<file path="src/rtl/norm_pkg.sv">
// -----------------------------------------------------------------------------
// norm_pkg
//
// Shared definitions for the sequential normalizer (norm_seq) and its
// combinational stage (norm_stage).
//
// Contents:
//   norm_state_t  - 2-bit state word for the normalizer FSM
//   NORM_IDLE     - waiting for a start request
//   NORM_RUN      - one binary-search stage per clock, MSB stage first
//   NORM_DONE     - result valid, one-cycle done pulse
//   norm_mode_t   - operand interpretation captured with the operand
//   NORM_UNSIGNED - shift until the MSB is one
//   NORM_SIGNED   - shift until the two top bits differ
// -----------------------------------------------------------------------------
package norm_pkg;

   typedef logic [1:0] norm_state_t;

   localparam norm_state_t NORM_IDLE = 2'd0;
   localparam norm_state_t NORM_RUN  = 2'd1;
   localparam norm_state_t NORM_DONE = 2'd2;

   typedef logic norm_mode_t;

   localparam norm_mode_t NORM_UNSIGNED = 1'b0;
   localparam norm_mode_t NORM_SIGNED   = 1'b1;

endpackage : norm_pkg

</file>
<file path="src/rtl/norm_stage.sv">
// -----------------------------------------------------------------------------
// norm_stage
//
// One binary-search step of the normalizer, purely combinational. A single
// instance is time-shared across all stages; the stage is picked by k, giving
// a step of s = 2^k bit positions.
//
// Ports:
//   v       in   WIDTH        partially normalized value
//   k       in   SHIFT_WIDTH  stage index, step s = 2^k
//   sgn     in   1            NORM_UNSIGNED / NORM_SIGNED
//   hit     out  1            the top bits allow a shift by s
//   v_next  out  WIDTH        v << s on a hit, otherwise v
//
// Hit rules:
//   unsigned: the top s bits of v are all zero
//   signed:   the top s+1 bits of v all equal the sign bit, so the shift
//             leaves the sign unchanged
// -----------------------------------------------------------------------------
module norm_stage
   import norm_pkg::*;
#(
   parameter int WIDTH       = 16,
   parameter int SHIFT_WIDTH = $clog2(WIDTH)
) (
   input  logic [WIDTH-1:0]       v,
   input  logic [SHIFT_WIDTH-1:0] k,
   input  logic                   sgn,
   output logic                   hit,
   output logic [WIDTH-1:0]       v_next
);

   int step;

   always_comb begin
      // NOTE: every signal written here gets a value before any condition,
      // so no path can leave one unassigned and infer a latch.
      step = 1 << k;
      hit  = 1'b1;

      // Scan from the MSB down. Bit WIDTH-1-i belongs to the inspected window
      // when i < s (unsigned) or i <= s (signed, one extra bit for the sign).
      for (int i = 0; i < WIDTH; i++) begin
         if (sgn == NORM_SIGNED) begin
            if ((i <= step) && (v[WIDTH-1-i] != v[WIDTH-1])) begin
               hit = 1'b0;
            end
         end else begin
            if ((i < step) && v[WIDTH-1-i]) begin
               hit = 1'b0;
            end
         end
      end

      v_next = hit ? (v << step) : v;
   end

endmodule : norm_stage

</file>
<file path="src/rtl/norm_seq.sv">
// -----------------------------------------------------------------------------
// norm_seq
//
// Multi-cycle normalizer for the integer ALU, the inverse of the left barrel
// shifter. For operand x it finds count such that x << count is normalized
// and returns both. A binary search runs one shift stage per clock, largest
// stage first, behind a start/busy/done handshake.
//
// Ports:
//   clk       in   1            clock, rising edge
//   rst       in   1            synchronous reset, active-high
//   start     in   1            request, honoured only when not busy
//   x         in   WIDTH        operand, captured on the accepted start edge
//   sgn       in   1            0 = unsigned, 1 = signed, captured with x
//   busy      out  1            high while the search runs
//   done      out  1            one-cycle pulse when y/count become valid
//   y         out  WIDTH        normalized value, held until the next result
//   count     out  SHIFT_WIDTH  shift amount applied, held with y
//   negative  out  1            y[WIDTH-1]
//   zero      out  1            y is all zeros
//   cout      out  1            always 0
//   overflow  out  1            always 0, normalizing never changes the sign
//
// Timing: start high in cycle 0 -> busy in cycles 1..SHIFT_WIDTH -> done in
// cycle SHIFT_WIDTH+1. A start in the done cycle begins the next operation
// with no idle bubble.
// -----------------------------------------------------------------------------
module norm_seq
   import norm_pkg::*;
#(
   parameter int WIDTH       = 16,
   parameter int SHIFT_WIDTH = $clog2(WIDTH)
) (
   input  logic                   clk,
   input  logic                   rst,
   input  logic                   start,
   input  logic [WIDTH-1:0]       x,
   input  logic                   sgn,
   output logic                   busy,
   output logic                   done,
   output logic [WIDTH-1:0]       y,
   output logic [SHIFT_WIDTH-1:0] count,
   output logic                   negative,
   output logic                   zero,
   output logic                   cout,
   output logic                   overflow
);

   // Index of the first (largest) stage.
   localparam logic [SHIFT_WIDTH-1:0] K_FIRST = SHIFT_WIDTH'(SHIFT_WIDTH - 1);

   norm_state_t            state_r;
   logic [WIDTH-1:0]       v_r;        // working value, never visible on y
   norm_mode_t             mode_r;
   logic [SHIFT_WIDTH-1:0] cnt_r;      // working count, never visible on count
   logic [SHIFT_WIDTH-1:0] k_r;

   logic                   hit;
   logic [WIDTH-1:0]       v_next;
   logic [SHIFT_WIDTH-1:0] cnt_next;

   norm_stage #(
      .WIDTH       (WIDTH),
      .SHIFT_WIDTH (SHIFT_WIDTH)
   ) u_stage (
      .v      (v_r),
      .k      (k_r),
      .sgn    (mode_r),
      .hit    (hit),
      .v_next (v_next)
   );

   // Each stage owns exactly one count bit: stage k contributes 2^k.
   always_comb begin
      cnt_next = cnt_r;
      if (hit) begin
         cnt_next[k_r] = 1'b1;
      end
   end

   // NOTE: sequential state uses non-blocking assignments so every register
   // samples the values from before the edge, independent of statement order.
   always_ff @(posedge clk) begin
      if (rst) begin
         state_r <= NORM_IDLE;
         v_r     <= '0;
         mode_r  <= NORM_UNSIGNED;
         cnt_r   <= '0;
         k_r     <= K_FIRST;
         y       <= '0;
         count   <= '0;
      end else begin
         case (state_r)
            NORM_IDLE, NORM_DONE: begin
               // Same acceptance in DONE allows back-to-back operation.
               if (start) begin
                  v_r     <= x;
                  mode_r  <= sgn;
                  cnt_r   <= '0;
                  k_r     <= K_FIRST;
                  state_r <= NORM_RUN;
               end else begin
                  state_r <= NORM_IDLE;
               end
            end

            NORM_RUN: begin
               // start is deliberately not looked at while running.
               v_r   <= v_next;
               cnt_r <= cnt_next;
               if (k_r == '0) begin
                  // Results are published only here, so y/count never show
                  // partial values during a run.
                  y       <= v_next;
                  count   <= cnt_next;
                  state_r <= NORM_DONE;
               end else begin
                  k_r <= k_r - 1'b1;
               end
            end

            default: begin
               state_r <= NORM_IDLE;
            end
         endcase
      end
   end

   assign busy     = (state_r == NORM_RUN);
   assign done     = (state_r == NORM_DONE);

   assign negative = y[WIDTH-1];
   assign zero     = ~|y;
   assign cout     = 1'b0;
   assign overflow = 1'b0;

endmodule : norm_seq

</file>
<file path="config.mk">
export PLATFORM = sky130hd
export DESIGN_NAME = norm_seq
export DESIGN_NICKNAME = d
export VERILOG_FILES = /design/src/rtl/norm_pkg.sv /design/src/rtl/norm_stage.sv /design/src/rtl/norm_seq.sv
export SDC_FILE = /design/constraint.sdc
export NUM_CORES = 1
export LEC_CHECK = 0
export CORE_MARGIN = 4
export CORE_UTILIZATION = 40
export CTS_CLUSTER_SIZE = 40
export DETAILED_ROUTE_END_ITERATION = 10
export GPL_TIMING_DRIVEN = 0
export HOLD_SLACK_MARGIN = 0.12
export SLEW_MARGIN = 20
export SYNTH_ARGS = -nofsm -noshare
export SYNTH_HDL_FRONTEND = slang
export SYNTH_HIERARCHICAL = 1
export SYNTH_SLANG_ARGS = --single-unit
</file>
<file path="constraint.sdc">
create_clock -name clk -period 1.95 [get_ports clk]
set_input_delay 0.195 -clock clk [delete_from_list [all_inputs] [get_ports clk]]
set_output_delay 0.195 -clock clk [all_outputs]
set_load 0.02 [all_outputs]
</file>
## Word level (Yosys, flattened, before mapping)

Cells that the tools add are included.

- Add/sub/neg operators: 1
- $mul: 0
- Divide/modulo/power cells: 0
- Order comparisons: 33
- Equal/unequal tests: 20
- Shifts and indexed selects: 2
- Muxes and demuxes: 61
- Bitwise gates (word level): 1
- Reduce and logical (&&, ||, !) cells: 42

Operators with widths:

| kind | count |
|---|---|
| <= comparator 5 x 32 -> 1 bit, first input constant | 8 |
| less-than comparator 5 x 32 -> 1 bit, first input constant | 8 |
| <= comparator 4 x 32 -> 1 bit, first input constant | 4 |
| less-than comparator 4 x 32 -> 1 bit, first input constant | 4 |
| <= comparator 3 x 32 -> 1 bit, first input constant | 2 |
| less-than comparator 3 x 32 -> 1 bit, first input constant | 2 |
| two-way mux 1 bit | 49 |
| <= comparator 2 x 32 -> 1 bit, first input constant | 1 |
| logical AND 1 bit | 32 |
| less-than comparator 1 x 32 -> 1 bit, first input constant | 1 |
| less-than comparator 2 x 32 -> 1 bit, first input constant | 1 |
| two-way mux 16 bit | 2 |
| one-hot mux 16 bit (2 select lines) | 1 |
| left shift 1 x 4 -> 32 bit, first input constant | 1 |
| left shift 16 x 32 -> 16 bit | 1 |
| two-way mux 4 bit | 4 |
| one-hot mux 4 bit (2 select lines) | 2 |
| OR reduction 16 bit | 1 |
| inequality test 1 bit | 15 |
| AND reduction 2 bit | 3 |
| greater-or-equal comparator 4 x 1 -> 1 bit, second input constant | 1 |
| logical NOT 4 bit | 1 |
| less-than comparator 4 x 3 -> 1 bit, second input constant | 1 |
| inequality test 2 bit, second input constant | 2 |
| 13 further kinds | 13 |

- Register bits after elaboration: 47
- Latch bits: 0
- Memory bits (writable): 0
- ROM bits: 0
- Memories: 0

## Longest topological paths before layout

Gate-level depths: netlist of the first run.

- Word-level depth: 37
- Gate-level depth with buffers: 11
- Mapped depth without buffers: 8

## By module

Netlist of the first run, hierarchy kept.

By module, submodules not included:

| module | times used | cells an instance | area each (µm²) | seq. area each (µm²) |
|---|---|---|---|---|
| norm_seq | 1 | 234 | 2029.4 | 940.9 |
| norm_stage | 1 | 129 | 893.4 | 0.0 |

## Worst setup path after synthesis of the first run

No wires, ideal clock.

- Path type: register to register
- Start point: reg k_r[3]
- End point: reg count[3]
- Setup time: 0.086 ns
- Arrival: 2.066 ns
- Required time: 1.864 ns
- Slack: -0.201 ns
- Stages on the path, launching flop included: 11
- Path buffers: 2
- Period minus slack after synthesis: 2.151 ns
- Cell sequence: dfxtp_1 or2_1 a21oi_1 nor2_1 o32ai_1 nand4_4 buf_6 inv_1 buf_2 a31oi_1 a211oi_1

- Word-level cells in the longest chain between the ends: 36

RTL lines:

| element | line | source |
|---|---|---|
| start: declaration | norm_seq.sv:56 | `logic [SHIFT_WIDTH-1:0] k_r;` |
| start signal: assignment | norm_seq.sv:118 | `k_r <= k_r - 1'b1;` |
| left shift 1 x 4 -> 32 bit (*) | norm_stage.sv:38 | `step = 1 << k;` |
| less-than comparator 1 x 32 -> 1 bit | norm_stage.sv:49 | `if ((i < step) && v[WIDTH-1-i]) begin` |
| logical AND 1 bit | norm_stage.sv:49 |  |
| two-way mux 1 bit | norm_stage.sv:49 |  |
| two-way mux 1 bit | norm_stage.sv:44 | `if (sgn == NORM_SIGNED) begin` |
| two-way mux 1 bit (on tied branches) | norm_stage.sv:49, norm_stage.sv:45 |  |
| two-way mux 1 bit | norm_stage.sv:44 |  |
| two-way mux 1 bit (on tied branches) | norm_stage.sv:49, norm_stage.sv:45 |  |
| [... 21 more ...] | n/a |  |
| two-way mux 1 bit (on tied branches) | norm_stage.sv:49, norm_stage.sv:45 |  |
| two-way mux 1 bit | norm_stage.sv:44 |  |
| two-way mux 1 bit (on tied branches) | norm_stage.sv:49, norm_stage.sv:45 |  |
| two-way mux 1 bit | norm_stage.sv:44 |  |
| two-way mux 1 bit (on tied branches) | norm_stage.sv:49, norm_stage.sv:45 |  |
| two-way mux 1 bit (*) | norm_stage.sv:44 |  |
| named net hit | norm_seq.sv:58 | `logic hit;` |
| two-way mux 4 bit (*) | norm_seq.sv:76 | `if (hit) begin` |
| end signal: assignment | norm_seq.sv:115 | `count <= cnt_next;` |
| end: declaration | norm_seq.sv:42 | `output logic [SHIFT_WIDTH-1:0] count,` |

The timed path passes the listed nets; every way through them passes the cells marked *.
A chain may end at the register's enable or synchronous reset.

## Final worst setup path of the first run

- Start point: reg v_r[8]
- End point: reg v_r[6]

- Word-level cells in the longest chain between the ends: 22

RTL lines:

| element | line | source |
|---|---|---|
| start: declaration | norm_seq.sv:53 | `logic [WIDTH-1:0] v_r;` |
| start signal: assignment | norm_seq.sv:109 | `v_r <= v_next;` |
| inequality test 1 bit | norm_stage.sv:45 | `if ((i <= step) && (v[WIDTH-1-i] != v[WIDTH-1])) begin` |
| logical AND 1 bit | norm_stage.sv:45 |  |
| two-way mux 1 bit | norm_stage.sv:45 |  |
| two-way mux 1 bit | norm_stage.sv:44 |  |
| two-way mux 1 bit (on tied branches) | norm_stage.sv:49, norm_stage.sv:45 |  |
| two-way mux 1 bit | norm_stage.sv:44 |  |
| two-way mux 1 bit (on tied branches) | norm_stage.sv:49, norm_stage.sv:45 |  |
| two-way mux 1 bit | norm_stage.sv:44 |  |
| [... 7 more ...] | n/a |  |
| two-way mux 1 bit | norm_stage.sv:44 |  |
| two-way mux 1 bit (on tied branches) | norm_stage.sv:49, norm_stage.sv:45 |  |
| two-way mux 1 bit | norm_stage.sv:44 |  |
| two-way mux 1 bit (on tied branches) | norm_stage.sv:49, norm_stage.sv:45 |  |
| two-way mux 1 bit | norm_stage.sv:44 |  |
| two-way mux 16 bit (*) | norm_stage.sv:55 | `v_next = hit ? (v << step) : v;` |
| named net v_next[6] | norm_seq.sv:59 | `logic [WIDTH-1:0] v_next;` |
| one-hot mux 16 bit (2 select lines) (*) | norm_seq.sv:93 | `case (state_r)` |

Marked as above.

==> impl_metrics.toml, run 1 <==
[synthesis]
syn_inst = 363
ys_seq_area_share_pct = 32.2
syn_area_per_cell_um2 = 8.05
netlist_area_um2 = 2920
ys_ff_latch = 47
yosys_warnings = 6
synth.distinct_cells = 47

[sta]
worst_pin_slew_ps = 639
finalHoldViolCount = 0
setup_ws_ps = -284
maxSlewHeadroom_pct = 57.3
max_freq_ghz = 0.448
post-route-period-util_pct = 115
rsz0062_at_grt = "true"
setup_viol = 40
fin_skew_ps = 13.5
slew_violations = 0
period_minus_slack_ps = 2230

[critical_path]
startpoint = "v_r[8]"
path_class = "flop to flop"
end_kind = "flop"
cp-start-kind = "flop"
crit_fanout = 6
crit_required_ps = 2130
timing.rr.start = "v_r[8]"
rr_worst_depth = 8
arrival_ps = 2420

[power]
p_sw_mw = 0.864
p_int_mw = 1.64
comb_power_share_pct = 33.1
power.total_mw = 2.51
seq_power_share_pct = 42.1
power_density_nw_per_um2 = 633
pwr-share-clk_pct = 24.8
power.leakage_nw = 1.33
peakVddDrop_mv = 0.265
swShare_pct = 34.4

[status]
status = "finished with violations"
violations = "setup timing"

[placement]
place_hpwl_um = 6690
place_area_um2 = 3510
dp_slack_ps = -447
numPortBuffers = 43
gp_congestion = 0.940
post-place-cells = 503

[clock_tree]
cts_tree = "yes"
clkLatencyLatePin_ps = 310
cts.htree.levels = 2
clk_path_buf_depth = 2
cts_buffers = 5
path_clk_slew_ps = 100
cts.sinks = 47
ctsRootBufferMaster = "clkbuf_8"

[global_routing]
grt_max_degree = 16
antenna_found_initial = 0
overflow = 0
grt_usage_pct = 22.3
grt_pass1_wl_um = 15500
grt_pass1_vias = 3012

[detailed_routing]
postRouteAntennaNets = 0
viasPerCell = 5.98
drc = 0
dr.pass1.iters = 5
wl_per_cell_um = 18.6
wirelength_um = 9670
drt-initial-drc-count = 181
routed-via-count = 3109

[die]
fp.dieH_um = 93.5
dieArea_um2 = 8740
io_pins = 46
start_util_pct = 42.1
rows = 30
die_w_um = 93.5
core-area_um2 = 6940

[final_layout]
instances_no_fill = 520
antenna_cells = 0
finish.utilization_pct = 57.1
drive_above_1_share_pct = 25.2
final_common_cell = "clkdlybuf4s50_1"
layout_common_cells = "41 x clkdlybuf4s50_1, 39 x a21oi_1, 38 x dfxtp_1"
design_area_um2 = 3960
fin_nets = 447
fillers = 633
syn2layout_area_growth_pct = 35.6

[worst_hold_path]
worstHoldStart = "sgn"
hold_path.class = "primary input to flop"
hold_depth = 3

[flow_run]
maxCapViolCount = 0
## critical path, cell delays in order (launching register included)
cell     delay [ps]
dfxtp_4         360
or4_1           520
o21ai_1         130
a221o_2         190
nand4_4         160
buf_12          180
mux2_2          300
a22oi_1         190
a21oi_1          90
## stage by stage
stage               hold WS, ps  setup TNS (ps)
global placement            445          -11430
detailed placement          446          -11750
CTS                         451           -6730
global route                471          -11580
floorplan                   331            -504
finish                      451           -7110
## timing repair
item / 4_1_cts / 5_1_grt
gates resized for setup: 43 / 35
hold buffers: 0 / 0
endpoints found under the setup margin: 42 / 41
pin swaps: 4 / 4
buffers inserted: 5 / 4
## metal layers
| metal | global-route usage, % | part of all wire (%) |
|---|---|---|
| met3 | 4.99 | 6.5 |
| met1 | 31.9 | 45 |
| met5 | 0 | 0 |
| met4 | 7.57 | 1.8 |
| met2 | 32.8 | 46 |
## path summary, 6_finish.rpt
check                              end  slack [ps]
worst max register to register  v_r[6]        -280
worst min-delay path            mode_r         450
worst min register to register  mode_r         470
worst max-delay path            v_r[6]        -280
## cells in the mapped netlist (all sizes together)
cell | count | area share, %
or3b | 1 | 0.30
ha | 4 | 1.7
a211oi | 6 | 1.5
nor4b | 1 | 0.81
nand2b | 4 | 0.86
o22ai | 2 | 0.43
nand3 | 38 | 6.5
a221oi | 1 | 0.30
o2bb2ai | 1 | 0.30
nand2 | 17 | 2.2
a211o | 1 | 0.30
mux2 | 6 | 2.3
nor4 | 9 | 1.9
a21o | 1 | 0.26
or3 | 2 | 0.43
o32ai | 2 | 0.60
o211ai | 2 | 0.51
nand3b | 2 | 0.51
a221o | 1 | 0.39
or4b | 1 | 0.34
conb | 1 | 0.13
mux4 | 6 | 4.6
nand4 | 4 | 1.4
dfxtp | 47 | 32
a21oi | 46 | 7.9
buf | 19 | 4.7
o21ai | 28 | 4.9
or4 | 2 | 0.51
or2 | 1 | 0.21
nor2 | 15 | 1.9
inv | 16 | 2.1
and4 | 1 | 0.30
mux2i | 14 | 4.8
nor3 | 10 | 1.7
nor2b | 3 | 0.64
a31oi | 9 | 1.9
clkbuf | 17 | 2.2
and3 | 4 | 0.86
a22oi | 17 | 4.4
and2 | 1 | 0.21
## final cells by class
| type | instances | area, um2 | area share [%] |
|---|---|---|---|
| buffer | 36 | 233 | 5.87 |
| clock buffer | 6 | 72.6 | 1.83 |
| clock inverter | 2 | 16.3 | 0.410 |
| inverter | 16 | 65.1 | 1.64 |
| multi-input combinational | 265 | 1990 | 50.2 |
| sequential | 47 | 962 | 24.3 |
| tap | 96 | 120 | 3.03 |
| timing repair buffer | 52 | 504 | 12.7 |
## sequential cells by signal, indices dropped and copies added (netlist names)
| signal | count |
|---|---|
| count | 4 |
| state_r | 2 |
| k_r | 4 |
| y | 16 |
| mode_r | 1 |
| cnt_r | 4 |
| v_r | 16 |
## power groups by stage
stage	clock network (mW)	registers (mW)	logic [mW]
3_3_place_gp	0	1.07	0.609
5_1_grt	0.670	1.06	0.882
4_1_cts	0.638	1.05	0.761
2_1_floorplan	0	1.05	0.448
6_report	0.623	1.06	0.831
3_5_place_dp	0	1.08	0.611
## cells by family after synthesis
| group | count (synthesis) | share of synthesized area, % |
|---|---|---|
| simple gates | 116 | 21.6 |
| flops | 47 | 32.2 |
| buf+inv | 52 | 8.90 |
| compound gates | 117 | 23.7 |
| other cells | 1 | 0.128 |
| fa+ha+maj | 4 | 1.71 |
| mux | 26 | 11.7 |
No activity file was read; power rests on OpenSTA's default activity.
==> run 2: changes to the inputs <==
Settings changed: SKIP_CTS_REPAIR_TIMING set to 1.
==> run 2 against run 1 <==
- the flow still finishes with violations (setup timing)
- largest power group unchanged
- cell count is 1.2% lower
- flip-flop and latch count did not move
- cell area down 2.5%
- worst setup slack got worse by 49 ps
==> impl_metrics.toml, run 2 (synthesized netlist as in run 1, its figures left out) <==
[power]
peakVddDrop_mv = 0.263
power_density_nw_per_um2 = 635
power.leakage_nw = 1.31

[clock_tree]
cts_buffers = 5
cts_tree = "yes"
ctsRootBufferMaster = "clkbuf_8"
cts.sinks = 47
path_clk_slew_ps = 100
cts.htree.levels = 2
clkLatencyLatePin_ps = 310
clk_path_buf_depth = 2

[sta]
rsz0062_at_grt = "true"
post-route-period-util_pct = 117
slew_violations = 0
worst_pin_slew_ps = 668
setup_viol = 40
finalHoldViolCount = 0
fin_skew_ps = 13.9
max_freq_ghz = 0.438
maxSlewHeadroom_pct = 55.5
setup_ws_ps = -333
period_minus_slack_ps = 2280

[final_layout]
final_common_cell = "clkdlybuf4s50_1"
drive_above_1_share_pct = 21.8
layout_common_cells = "41 x clkdlybuf4s50_1, 40 x dfxtp_1, 38 x a21oi_1"
finish.utilization_pct = 55.6
syn2layout_area_growth_pct = 32.2
multi_input_area_um2 = 1940
seq_area_um2 = 957
antenna_cells = 0
reg_top3 = "v_r: 16 flops, y: 16 flops"
fin_nets = 441
fillers = 654
design_area_um2 = 3860

[die]
dieArea_um2 = 8740
start_util_pct = 42.1
io_pins = 46
rows = 30
core-area_um2 = 6940
die_w_um = 93.5
fp.dieH_um = 93.5

[detailed_routing]
routed-via-count = 3040
drc = 0
postRouteAntennaNets = 0
dr.pass1.iters = 4
viasPerCell = 5.91
wl_per_cell_um = 18.3
wirelength_um = 9400
drt-initial-drc-count = 161

[placement]
place_area_um2 = 3510
place_hpwl_um = 6690
gp_congestion = 0.940
numPortBuffers = 43

[critical_path]
crit_fanout = 7
path_class = "flop to flop"
slowest_stage = "or4_1"
slowest_delay_ps = 520
cp-start-kind = "flop"
end_kind = "flop"
path_cells = "or4_1, o21ai_1, a221o_2, nand4_4, buf_12, mux2_4, a22oi_2, a21oi_1"
crit_required_ps = 2130
arrival_ps = 2460

[global_routing]
grt_pass1_wl_um = 15100
antenna_found_initial = 0
grt_usage_pct = 21.7
grt_max_degree = 16
overflow = 0
grt_pass1_vias = 2944

[status]
status = "finished with violations"
violations = "setup timing"

[flow_run]
maxCapViolCount = 0

[worst_hold_path]
hold_path.class = "primary input to flop"
[run 2: cell count changes in the layout (fill, tap and decap cells not counted), moves of 3 or more]
cell	change
mux2_2	-3
mux2i_4	-4
mux2i_2	+4
mux2_4	+3
buf_4	-9
[run 2: path summary, 6_finish.rpt]
path,slack [ps],startpoint,end,depth (start not counted)
worst min register to register,460,mode_r,mode_r,2
worst min-delay path,450,sgn,mode_r,3
worst max register to register,-330,v_r[8],v_r[10],8
worst max-delay path,-330,v_r[8],v_r[10],8
[run 2: where the power goes]
part | internal (mW) | switching [mW]
Sequential | 0.991 | 0.0658
Clock | 0.259 | 0.363
Combinational | 0.371 | 0.404
Total | 1.62 | 0.833
[run 2: critical path: cells and delay by family (launching register included)]
| family | cells | cell delay [ps] |
|---|---|---|
| simple gates | 2 | 670 |
| compound gates | 4 | 570 |
| mux | 1 | 330 |
| flops | 1 | 380 |
| buf+inv | 1 | 190 |
[run 2: stage by stage]
step | total power [mW] | hold slack (ps) | TNS [ps] | setup WS, ps | instances
6_report | 2.45 | 452 | -9570 | -333 | 514
3_3_place_gp | 1.68 | 445 | -11430 | -434 | 503
4_1_cts | 2.30 | 451 | -12570 | -456 | 511
5_1_grt | 2.56 | 468 | -13690 | -432 | 514
3_5_place_dp | 1.69 | 446 | -11750 | -447 | 503
2_1_floorplan | 1.50 | 331 | -504 | -59.7 | 364
[run 2: cell type report]
class                   count  share of cell area [%]
plain buffers              36                    5.93
clock buffers               6                    1.88
clock inverters             2                   0.421
inverters                  16                    1.55
multi-input cells         265                    50.2
flip-flops and latches     47                    24.8
well taps                  96                    3.11
repair buffers             46                    12.2
[run 2: layer usage]
metal	global-route usage, %	part of all wire [%]	vias to the layer above
met5	0	0	-
li1	-	-	1456
met4	7.20	1.4	0
met3	5.31	4.9	10
met1	31.5	47	1469
met2	31.0	46	105
